## config.mk

```make
export PLATFORM = sky130hd
export DESIGN_NAME = booth_mult_arbiter
export DESIGN_NICKNAME = d
export VERILOG_FILES = /design/src/rtl/booth_mult_arbiter.sv
export SDC_FILE = /design/constraint.sdc
export NUM_CORES = 1
export LEC_CHECK = 0
export CAP_MARGIN = 20
export CORE_MARGIN = 10
export CORE_UTILIZATION = 40
export CTS_BUF_LIST = sky130_fd_sc_hd__clkbuf_2 sky130_fd_sc_hd__clkbuf_4 sky130_fd_sc_hd__clkbuf_8
export DETAILED_ROUTE_END_ITERATION = 10
export PLACE_DENSITY = 0.83
export RECOVER_POWER = 100
export SLEW_MARGIN = 25
export SYNTH_ARGS = -nofsm -noshare
export SYNTH_HDL_FRONTEND = slang
export SYNTH_SLANG_ARGS = --single-unit
```

## constraint.sdc

```tcl
create_clock -name clk -period 3.4 [get_ports clk]
set_input_delay 0.68 -clock clk [delete_from_list [all_inputs] [get_ports clk]]
set_output_delay 0.68 -clock clk [all_outputs]
set_load 0.03 [all_outputs]
```

## src/rtl/booth_mult_arbiter.sv

```systemverilog
// Round-robin arbiter sharing one external Booth multiplier among NUM_REQ requesters.
// One operation in flight; the result is held on rsp_* until the consumer accepts it.
module booth_mult_arbiter #(
  parameter int unsigned NUM_REQ = 4,
  parameter int unsigned WIDTH   = 16
) (
  input  logic                       clk,
  input  logic                       rst,
  input  logic [NUM_REQ-1:0]         req_valid,
  input  logic [NUM_REQ*WIDTH-1:0]   req_a,
  input  logic [NUM_REQ*WIDTH-1:0]   req_b,
  output logic [NUM_REQ-1:0]         req_ready,
  output logic                       rsp_valid,
  output logic [1:0]                 rsp_id,
  output logic [2*WIDTH-1:0]         rsp_p,
  input  logic                       rsp_ready,
  output logic                       mul_start,
  output logic [WIDTH-1:0]           mul_a,
  output logic [WIDTH-1:0]           mul_b,
  input  logic [2*WIDTH-1:0]         mul_p,
  input  logic                       mul_done
);

  typedef enum logic [1:0] {IDLE, ISSUE, WAIT, RESP} state_t;

  state_t     state;
  logic [1:0] last_grant;
  logic [1:0] gnt_idx;
  logic [1:0] cand;
  logic       gnt_found;

  // Round-robin pick: first valid requester after last_grant, wrapping.
  always_comb begin
    gnt_found = 1'b0;
    gnt_idx   = '0;
    cand      = '0;
    for (int k = 1; k <= int'(NUM_REQ); k++) begin
      cand = 2'((int'(last_grant) + k) % int'(NUM_REQ));
      if (!gnt_found && req_valid[cand]) begin
        gnt_found = 1'b1;
        gnt_idx   = cand;
      end
    end
  end

  // req_ready and mul_start are both visible during the ISSUE cycle.
  always_ff @(posedge clk or posedge rst) begin
    if (rst) begin
      state      <= IDLE;
      last_grant <= 2'(NUM_REQ - 1);
      req_ready  <= '0;
      rsp_valid  <= 1'b0;
      rsp_id     <= '0;
      rsp_p      <= '0;
      mul_start  <= 1'b0;
      mul_a      <= '0;
      mul_b      <= '0;
    end else begin
      req_ready <= '0;
      mul_start <= 1'b0;
      case (state)
        IDLE: begin
          if (gnt_found) begin
            req_ready  <= NUM_REQ'(1) << gnt_idx;
            mul_start  <= 1'b1;
            mul_a      <= req_a[int'(gnt_idx)*WIDTH +: WIDTH];
            mul_b      <= req_b[int'(gnt_idx)*WIDTH +: WIDTH];
            last_grant <= gnt_idx;
            state      <= ISSUE;
          end
        end
        ISSUE: state <= WAIT;
        WAIT: begin
          if (mul_done) begin
            rsp_p     <= mul_p;
            rsp_id    <= last_grant;
            rsp_valid <= 1'b1;
            mul_a     <= '0;
            mul_b     <= '0;
            state     <= RESP;
          end
        end
        RESP: begin
          if (rsp_ready) begin
            rsp_valid <= 1'b0;
            state     <= IDLE;
          end
        end
        default: state <= IDLE;
      endcase
    end
  end

endmodule

```

==> results of run 1 <==
per-layer routing:
layer / track usage, % / vias up
met5: 0 / -
met4: 9.611 / 0
met3: 6.839 / 38
met2: 32.90 / 212
met1: 22.76 / 1922
li1: - / 1920
how the worst min path moves through the flow:
stage / from / to / slack (ns)
after floorplan: last_grant[1] / last_grant[1] / 0.47
after global placement: mul_b[9] / mul_b[9] / 0.48
after detailed placement: mul_b[9] / mul_b[9] / 0.49
after CTS: mul_b[9] / mul_b[9] / 0.51
after global routing: rsp_p[4] / rsp_p[4] / 0.52
final: mul_b[9] / mul_b[9] / 0.50
stage by stage:
stage               utilization, %  area, um^2  power (mW)
finish                       66.75        6984       5.554
global route                 66.75        6984       5.901
CTS                          67.93        7107       5.874
detailed placement           66.04        6909       5.165
global placement             65.93        6898       5.048
floorplan                        -        4343       3.733
cell type report:
class | instances | area (um^2) | share of cell area, %
sequential | 76 | 1904 | 27.27
multi-input combinational | 273 | 2160 | 30.92
timing repair buffer | 253 | 2532 | 36.26
clock buffer | 9 | 123.9 | 1.774
tap | 136 | 170.2 | 2.436
clock inverter | 7 | 73.82 | 1.057
inverter | 5 | 20.02 | 0.2866
cells in the final DEF (no fill, tap or decap), types with 2 or more instances in the layout:
master	netlist	final
a21oi_1	3	2
and4_1	32	32
buf_12	0	3
buf_4	4	8
clkbuf_8	0	9
clkdlybuf4s50_1	0	164
clkinv_2	0	2
dfrtp_1	74	74
dfstp_2	2	2
dlygate4sd3_1	0	75
ha_1	4	4
inv_1	4	4
inv_6	0	2
mux2_2	34	34
mux2i_1	32	32
nand2_1	38	38
nand2b_1	2	3
nand3_1	1	2
nor2_1	5	5
nor2b_1	2	3
nor3_1	2	3
o211ai_1	5	22
o211ai_2	27	10
o21a_1	2	2
o21ai_0	27	25
o21ai_1	12	11
o21ai_2	0	3
o31a_1	32	32
registers in the layout (all words and copies together), names as in the netlist:
register,count
last_grant,2
mul_a,16
mul_b,16
mul_start,1
req_ready,4
rsp_id,2
rsp_p,32
rsp_valid,1
state,2
worst max-delay path: stages:
cell and delay, ns:
dlygate4sd3_1 0.60, nand2_1 0.09, clkbuf_1 1.27, mux2_2 0.45
cells by family after synthesis:
group / after synthesis / synth area share (%)
adders and majority gates: 4 / 1.152
AOI/OAI and AO/OA: 113 / 21.35
DFF: 76 / 43.85
and+or+nand+nor: 90 / 12.88
muxes: 66 / 16.19
buffers and inverters: 40 / 4.581
report_power, final:
group	total [mW]	switching, mW	internal, mW
clock	0.699	0.357	0.343
sequential	1.52	0.205	1.31
combinational	3.34	1.92	1.42
total	5.55	2.48	3.08
==> reports/results.tsv, run 1 <==
metric	value	unit
status	finished, violations left	
violations	capacitance limit, slew limit	
rows	37	
synth_edf_count	0	
synth_largest_area_cell	dfrtp_1	
critPathLaunch	mul_done	
wl_met2	7638	um
area_growth	60.82	%
clkSinkCount	76	
relSlewSlack	-18.27	%
max-cap-violations	2	
numCtsBuffers	9	
hold_path.class	reg2reg	
fillers	824	
place_congestion	0.8465	
die_area	15430	um^2
antenna_left	0	
cts_tree	built	
place_inst	743	
htreeDepth	3	
clk_path_buf_depth	2	
fmax	0.3479	GHz
die_w	124.2	um
fin_crit	2.874	ns
final_nets	790	
num_vias	4092	
hpwl	12350	um
critPathRequiredTime	3.64	ns
holdWs	0.4981	ns
wl_met3	1271	um
r2r_cells	5	
top_layer	met4	
pre_cts_slack	0.4699	ns
synth_most_common_cell	dfrtp_1	
syn_inst	389	
r2r-start	state[0]	
ir_worst_vdd	468.4	uV
finalSetupViolCount	0	
initialDrtViolationCount	160	
synth_nets	561	
rsz0062_at_grt	no	
ys_top_cells_by_count	74 x dfrtp_1, 38 x nand2_1, 34 x mux2_2	
synth_area	4343	um^2
finalCritPeriodShare	84.53	%
syn_area_per_cell	11.16	um^2
yosysWarningCount	0	
leakage	2.955	nW
synth_ff_type	dfrtp_1	
synth_area_leaders	dfrtp_1 43%, mux2_2 8.8%, o211ai_2 7.8%	
cts-resized-gates	0	
clock_latency	0.35	ns
async_reset_ff_share	100.0	%
start_kind	input port	
yosysSeqAreaShare	43.85	%
hold_depth	2	
worst_pin_slew	1.774	ns
setup_slack	0.5259	ns
die_h	124.2	um
critPathMaxFanout	34	
yosysUniqueCellTypes	38	
portBuffers	239	
skew	0.004205	ns
rr_endpoint	rsp_p[15]	
grtUsageTotal	20.02	%
setup-tns-final	0	ns
diodes	0	
root_buffer	clkbuf_8	
pin_count	240	
ys_seq_elements	76	
rrSetupSlack	0.67	ns
cts_hold_buf	0	
antenna_found_initial	0	
arrival	3.11	ns
wl_met1	6506	um
endpoint_kind	register	
clk_pin_slew	0.08	ns
post_drt_wl_per_cell	21.06	um
hold_violations	0	
report.final.slew_viol_count	71	
fin_cells	759	
core_area	10460	um^2
first_pass_iters	4	
drc	0	
routed_wl	15980	um
grt.overflow.total	0	
setup.worst_path.end	rsp_p[15]	
cellPowerDensity	795.3	nW/um^2
drive_gt1_share	13.48	%
initial_core_util	41.51	%
viasPerCell	5.391	
post_cts_buffers	0	
grt_pass1_vias	4531	
synth_top_area_share	42.64	%
worst-setup-path-type	in2reg	
grt_start_max_net_pins	42	
grt_pass1_wl	25230	um
No activity file was read; power rests on OpenSTA's default activity.
==> inputs of run 2 (changes only) <==
--- a/config.mk
+++ b/config.mk
@@ -7,10 +7,10 @@
 export LEC_CHECK = 0
 export CAP_MARGIN = 20
 export CORE_MARGIN = 10
-export CORE_UTILIZATION = 40
+export CORE_UTILIZATION = 36
 export CTS_BUF_LIST = sky130_fd_sc_hd__clkbuf_2 sky130_fd_sc_hd__clkbuf_4 sky130_fd_sc_hd__clkbuf_8
 export DETAILED_ROUTE_END_ITERATION = 10
-export PLACE_DENSITY = 0.83
+export PLACE_DENSITY = 0.79
 export RECOVER_POWER = 100
 export SLEW_MARGIN = 25
 export SYNTH_ARGS = -nofsm -noshare
==> constraint.sdc (replaced) <==
create_clock -name clk -period 2.6 [get_ports clk]
set_input_delay 0.52 -clock clk [delete_from_list [all_inputs] [get_ports clk]]
set_output_delay 0.52 -clock clk [all_outputs]
set_load 0.03 [all_outputs]
==> run 2 against run 1 <==
- via count is 1.2% higher
- the run now ends clean
- largest cell class unchanged
- largest power group unchanged
- first-iteration DRC count is 49% higher
- sequential cell count stayed put
- cell count is 2.5% higher
- non-clock buffer count is 9 higher
- sequential power is 30% higher
- total power is 30% higher
==> reports/results.tsv, run 2 (synthesized netlist as in run 1, its figures left out) <==
metric	value	unit	change
post_drt_wl_per_cell	20.26	um	-3.8%
rows	40		+8.1%
report.final.slew_viol_count	0		-100%
portBuffers	239		unchanged
fillers	1042		+26%
worst_pin_slew	1.079	ns	-0.6950 ns
clkSinkCount	76		unchanged
routed_wl	15760	um	-1.4%
grt.overflow.total	0		unchanged
antenna_left	0		unchanged
core_area	11910	um^2	+14%
cellPowerDensity	1023	nW/um^2	+29%
final_nets	799		+1.1%
pin_count	240		unchanged
endpoint_kind	register		
antenna_found_initial	0		unchanged
grt_pass1_wl	24260	um	-3.8%
setup_slack	0.2808	ns	-0.2451 ns
fin_crit	2.319	ns	
grtUsageTotal	18.40	%	-1.6 points
post_cts_buffers	0		unchanged
place_inst	763		+2.7%
initialDrtViolationCount	238		+49%
final_util	59.37	%	-7.4 points
holdWs	0.4991	ns	+0.0009850 ns
grt_start_max_net_pins	34		-19%
met3_usage	7.018	%	+0.18 points
hold_violations	0		unchanged
num_vias	4141		+1.2%
fmax	0.4312	GHz	
ir_worst_vdd	345.6	uV	-26%
place_congestion	0.8061		-4.8%
hpwl	12490	um	+1.1%
relSlewSlack	27.66	%	+46 points
arrival	2.54	ns	-0.57 ns
critPathRequiredTime	2.82	ns	-0.82 ns
diodes	0		unchanged
drc	0		unchanged
numCtsBuffers	9		unchanged
grt_busiest_layer	met2		
placed_area	7062	um^2	+2.2%
clk_pin_slew	0.07	ns	about the same
max-cap-violations	0		-2
die_h	129.8	um	+4.5%
finalCritPeriodShare	89.20	%	
leakage	2.985	nW	+1.0%
skew	0.005906	ns	+0.001701 ns
final_common_cell	clkdlybuf4s50_1		
grt_pass1_vias	4515		-0.35%
area_growth	62.83	%	
use_met2	30.76	%	-2.1 points
cts_tree	built		
hold_path.class	reg2reg		
critPathMaxFanout	17		-50%
clk_path_buf_depth	2		unchanged
status	finished clean		
setup-tns-final	0	ns	unchanged
finalSetupViolCount	0		unchanged
htreeDepth	3		unchanged
first_pass_iters	4		unchanged
cts-resized-gates	0		unchanged
die_area	16860	um^2	+9.3%
fin_cells	778		+2.5%
design_area	7072	um^2	+1.3%
pre_cts_slack	0.06344	ns	-0.4065 ns
viasPerCell	5.323		-1.3%
initial_core_util	36.46	%	-5.0 points
rsz0062_at_grt	no		
clock_latency	0.35	ns	about the same
die_w	129.8	um	+4.5%
worst-setup-path-type	in2reg		
reg.largest.list	rsp_p: 32 flops, mul_a: 16 flops, mul_b: 16 flops		
largest_reg_flops	32		unchanged
cts_hold_buf	0		unchanged
layout_common_cells	166 x clkdlybuf4s50_1, 74 x dfrtp_1, 73 x dlygate4sd3_1, 38 x nand2_1, 34 x mux2_2		
root_buffer	clkbuf_8		
drive_gt1_share	13.95	%	+0.46 points
p_total	7.232	mW	+30%
start_kind	input port		
regMostFlops	rsp_p		
global_route.usage.met1	20.84	%	-1.9 points
run 2: final timing paths:
path | startpoint | end | slack, ns | depth (start not counted)
worst max-delay path | req_valid[3] | mul_b[7] | 0.28 | 8
worst min-delay path | rsp_p[18] | rsp_p[18] | 0.50 | 1
max in group asynchronous | rst | mul_b[5] | 0.51 | 3
min in group asynchronous | rst | rsp_p[22] | 0.83 | 2
worst max register to register | state[0] | mul_a[0] | 0.60 | 8
worst min register to register | rsp_p[18] | rsp_p[18] | 0.50 | 1
run 2: final cells by class:
cell class | count | area [um^2] | area share, %
timing repair buffer | 262 | 2654 | 37.53
clock buffer | 10 | 137.6 | 1.946
multi-input combinational | 273 | 2143 | 30.31
sequential | 76 | 1904 | 26.93
clock inverter | 5 | 28.78 | 0.4069
inverter | 5 | 20.02 | 0.2831
tap | 147 | 183.9 | 2.601
run 2: worst max-delay path, cell delays in order:
cell	delay [ns]
clkdlybuf4s50_1	0.52
nor4_1	0.49
nand2b_1	0.38
inv_2	0.07
nand3_2	0.10
or2_2	0.18
buf_12	0.17
o211ai_1	0.11
run 2: report_power, final:
group	internal (mW)	switching, mW	leakage, nW
registers	1.72	0.253	0.945
logic	1.96	2.51	1.95
clock network	0.362	0.431	0.0917
total	4.04	3.19	2.98
run 2: metal layers:
metal | share of wire [%] | up-vias
met2 | 49 | 175
met1 | 39 | 2001
li1 | - | 1942
met3 | 9.5 | 23
met4 | 2.1 | 0
met5 | 0 | -
